--- config.mk ---
export PLATFORM = sky130hd
export DESIGN_NAME = p2s_serializer
export DESIGN_NICKNAME = d
export VERILOG_FILES = /design/src/rtl/p2s_serializer.sv
export SDC_FILE = /design/constraint.sdc
export NUM_CORES = 1
export LEC_CHECK = 0
export BUFFER_PORTS_ARGS = -buffer_cell sky130_fd_sc_hd__buf_2
export CAP_MARGIN = 10
export CORE_UTILIZATION = 40
export DETAILED_ROUTE_END_ITERATION = 12
export GPL_TIMING_DRIVEN = 0
export PLACE_DENSITY_LB_ADDON = 0.12
export SKIP_LAST_GASP = 1
export SYNTH_ARGS = -nofsm -noshare
export SYNTH_HDL_FRONTEND = slang
export SYNTH_SLANG_ARGS = --single-unit
--- constraint.sdc ---
create_clock -name Clock -period 2.75 [get_ports Clock]
set_clock_uncertainty 0.15 [all_clocks]
set_input_delay 0 -clock Clock [delete_from_list [all_inputs] [get_ports Clock]]
set_output_delay 0 -clock Clock [all_outputs]
set_load 0.01 [all_outputs]
--- src/rtl/p2s_serializer.sv ---
// p2s_serializer: parallel-to-serial shifter with valid/ready word load.
//
// A WIDTH-bit word is accepted over a load_valid/load_ready handshake and
// shifted out one bit per shift_en strobe, MSB- or LSB-first. The next word
// can be accepted in the same cycle the final bit is consumed, so
// back-to-back frames run without a gap.
//
// Ports:
//   Clock       in   rising-edge clock
//   rst         in   asynchronous reset, active-high
//   data        in   parallel word to serialise
//   load_valid  in   data is valid this cycle
//   load_ready  out  block accepts data this cycle
//   shift_en    in   bit strobe; the current bit is consumed when 1
//   sIn         in   fill bit shifted in at the vacated end
//   sOut        out  current serial bit
//   sOut_valid  out  sOut holds a frame bit
//   last        out  sOut is the final bit of the frame
//   busy        out  a frame is in progress
//   done        out  one-cycle pulse after the final bit is consumed
module p2s_serializer #(
    parameter int unsigned WIDTH     = 10,
    parameter bit          MSB_FIRST = 1'b1
) (
    input  logic             Clock,
    input  logic             rst,
    input  logic [WIDTH-1:0] data,
    input  logic             load_valid,
    output logic             load_ready,
    input  logic             shift_en,
    input  logic             sIn,
    output logic             sOut,
    output logic             sOut_valid,
    output logic             last,
    output logic             busy,
    output logic             done
);

    localparam int unsigned          CntW   = $clog2(WIDTH);
    localparam logic [CntW-1:0]      CntMax = CntW'(WIDTH - 1);

    typedef enum logic [0:0] {StIdle, StShift} state_e;

    state_e           state;
    logic [WIDTH-1:0] shreg;
    logic [CntW-1:0]  cnt;     // remaining bits minus one
    logic             final_bit;

    // Final bit of the frame is being consumed this cycle.
    assign final_bit  = (state == StShift) && shift_en && (cnt == '0);

    assign load_ready = (state == StIdle) || final_bit;
    assign busy       = (state == StShift);
    assign sOut_valid = (state == StShift);
    assign last       = (state == StShift) && (cnt == '0);
    assign sOut       = (state == StShift) && (MSB_FIRST ? shreg[WIDTH-1] : shreg[0]);

    always_ff @(posedge Clock or posedge rst) begin
        if (rst) begin
            state <= StIdle;
            shreg <= '0;
            cnt   <= '0;
            done  <= 1'b0;
        end else begin
            done <= 1'b0;
            unique case (state)
                StIdle: begin
                    if (load_valid) begin
                        shreg <= data;
                        cnt   <= CntMax;
                        state <= StShift;
                    end
                end
                StShift: begin
                    if (shift_en) begin
                        if (cnt == '0) begin
                            done <= 1'b1;
                            // Reload in the same cycle keeps back-to-back frames contiguous.
                            if (load_valid) begin
                                shreg <= data;
                                cnt   <= CntMax;
                            end else begin
                                state <= StIdle;
                            end
                        end else begin
                            if (MSB_FIRST) begin
                                shreg <= {shreg[WIDTH-2:0], sIn};
                            end else begin
                                shreg <= {sIn, shreg[WIDTH-1:1]};
                            end
                            cnt <= cnt - 1'b1;
                        end
                    end
                end
                default: state <= StIdle;
            endcase
        end
    end

endmodule
==> impl_metrics.env <==
export IMPL_status="complete, no violations"
export IMPL_fill_cells=164
export IMPL_setup_violations=0
export IMPL_fin_crit_sh_pct=92.34
export IMPL_synth_async_sr_flop_share_pct=100.0
export IMPL_die_area_um2=2217
export IMPL_clock_sinks=16
export IMPL_grt_first_pass_wirelength_um=2808
export IMPL_cts_tree="done"
export IMPL_synth_area_leader_cell="dfrtp_1"
export IMPL_synth_distinct_cells=27
export IMPL_critPathCaptureType="flip-flop"
export IMPL_r2r_end="shreg[0]$_DFFE_PP0P_"
export IMPL_irDropWorstVdd_mv=0.5776
export IMPL_clock_latency_ns=0.28
export IMPL_pin_count=21
export IMPL_cpPeakStageDelay_ns=0.61
export IMPL_p_total_mw=0.8558
export IMPL_detailed_place_area_um2=944.7
export IMPL_htree_levels=1
export IMPL_cap_viol_max_count=0
export IMPL_synth_top_area_share_pct=49.23
export IMPL_clk_pin_slew_ns=0.09
export IMPL_layout_commonest_cell="buf_2"
export IMPL_stdcell_count=133
export IMPL_final_nets=125
export IMPL_p_leak_nw=0.4836
export IMPL_cts_root_buf="clkbuf_4"
export IMPL_crit_type="reg2reg"
export IMPL_antenna_found_initial=0
export IMPL_cp_arrival_ns=2.61
export IMPL_max_freq_mhz=393.8
export IMPL_hold_viol=0
export IMPL_cts_buffers=3
export IMPL_required_ns=2.82
export IMPL_finalInstanceArea_um2=1121
export IMPL_slew_headroom_pct=49.20
export IMPL_powerDensity_nw_per_um2=763.4
export IMPL_core_region_area_um2=1821
export IMPL_path_cells="inv_1, ha_1, nor4bb_1, o21ai_1, o221a_2, dlygate4sd3_1"
export IMPL_synth_seq_cells=16
export IMPL_wire_per_inst_um=12.56
export IMPL_mostFrequentLayoutCells="20 x buf_2, 16 x dfrtp_1, 14 x dlygate4sd3_1"
export IMPL_globalRouteOverflowTotal=0
export IMPL_grt_max_degree=17
export IMPL_netlist_area_um2=813.3
export IMPL_fp_dieH_um=47.09
export IMPL_grt_setup_unrepaired="false"
export IMPL_synth_area_top_cells="dfrtp_1 49%, o221a_1 11%, nand3b_1 10%"
export IMPL_path_max_fanout=10
export IMPL_grt_pass1_vias=661
export IMPL_postCtsSetupRepairBufs=0
export IMPL_vias=694
export IMPL_startpoint="cnt[0]$_DFFE_PP0P_"
export IMPL_die_w_um=47.09
export IMPL_yosysSeqAreaShare_pct=49.23
export IMPL_ys_flop_type="dfrtp_1"
export IMPL_antenna_cells=0
export IMPL_drc=0
export IMPL_syn2layout_area_growth_pct=37.85
export IMPL_initial_core_util_pct=44.67
export IMPL_timing_final_max_slew_violations=0
export IMPL_track_usage_pct=18.44
export IMPL_port_buffer_count=20
export IMPL_hold_path_class="in2async"
export IMPL_cp_start_kind="flip-flop"
export IMPL_setup_tns_ns=0
export IMPL_yosys_warnings=0
export IMPL_drtAntennaViolNets=0
export IMPL_worst_pin_slew_ns=0.7569
export IMPL_drive_above_1_share_pct=27.78
export IMPL_gp_congestion=0.7972
export IMPL_clk_path_buf_depth=2
export IMPL_placementRows=15
export IMPL_synth_nets=86
export IMPL_dp_cells=115
export IMPL_wl_um=1670
export IMPL_drtIter0Drc=6
export IMPL_period_minus_slack_ns=2.539
export IMPL_r2r_start="cnt[0]$_DFFE_PP0P_"
export IMPL_synthCells=70
export IMPL_routed_via_density=5.218
export IMPL_rr_worst_depth=6
export IMPL_dr_pass1_iters=4
export IMPL_crit_slowest_cell="o21ai_1"
export IMPL_dp_hpwl_um=1163
export IMPL_synth_edf_count=0
export IMPL_reg2reg_slack_ns=0.21
export IMPL_avgSynthCellArea_um2=11.62
sequential cells by signal (all words and copies together) (netlist names):
signal / flops
busy: 1
cnt: 4
done: 1
shreg: 10
what timing repair did:
item | 4_1_cts | 5_1_grt
hold endpoints to repair | 30 | 0
resized for setup | 0 | 0
hold buffers | 14 | 0
kinds of logic (layout without fill, tap and decap cells):
logic type	count (synthesis)	in the layout	synth area share, %
AO/OA/AOI/OAI	17	17	19.38
adder cells (fa/ha/maj)	1	1	1.538
multiplexers	2	2	2.769
buffers and inverters	9	47	5.539
flip-flops	16	16	49.23
AND/OR/NAND/NOR	25	25	21.54
how the worst max path moves through the flow:
stage / end / slack [ns] / depth (start not counted)
after floorplan: cnt[0]$_DFFE_PP0P_ / 0.89 / 6
after detailed placement: cnt[0]$_DFFE_PP0P_ / 0.73 / 6
after global placement: cnt[0]$_DFFE_PP0P_ / 0.76 / 6
after global routing: shreg[0]$_DFFE_PP0P_ / 0.06 / 6
after CTS: shreg[0]$_DFFE_PP0P_ / 0.20 / 6
final: shreg[0]$_DFFE_PP0P_ / 0.21 / 6
cell type report:
type                            count  area, µm²  area share, %
Multi-Input combinational cell     45      367.9          32.81
Clock buffer                        4      36.28          3.237
Tap cell                           25      31.28          2.790
Buffer                              4      26.28          2.344
Timing Repair Buffer               34      240.2          21.43
Sequential cell                    16      400.4          35.71
Inverter                            5      18.77          1.674
Yosys cell counts, types with 2 or more instances:
| library cell | n |
|---|---|
| and3_1 | 2 |
| clkbuf_1 | 2 |
| o221a_2 | 2 |
| nand2b_1 | 2 |
| inv_1 | 5 |
| mux2_2 | 2 |
| nand3b_1 | 11 |
| o221a_1 | 8 |
| nand2_1 | 2 |
| dfrtp_1 | 16 |
| and2_1 | 2 |
stage by stage:
step,setup WS (ns),util (%),hold slack [ns]
after global routing,0.05588,61.58,0.2539
after global placement,0.7600,51.89,-0.03950
after detailed placement,0.7348,51.89,-0.04265
after floorplan,0.8854,-,-0.2363
final,0.2107,61.58,0.1671
after CTS,0.2050,61.58,0.1948
power breakdown:
part,total (mW),leakage [nW],internal [mW],switching [mW]
registers,0.384,0.173,0.322,0.0615
logic,0.321,0.290,0.189,0.133
clock network,0.151,0.0210,0.0805,0.0703
critical path, delay by kind of cell (launching register included):
kind | cells | cell delay, ns
DFF | 1 | 0.38
adders and majority gates | 1 | 0.25
buffers and inverters | 2 | 0.59
and+or+nand+nor | 1 | 0.17
AOI/OAI and AO/OA | 2 | 0.94
metal layers:
metal  track usage [%]  share of wire (%)
met5                 0                  0
met4             3.429               0.78
met1             23.30                 47
met2             31.39                 50
met3             5.769                2.2
Power figures use the tool's default switching activity.
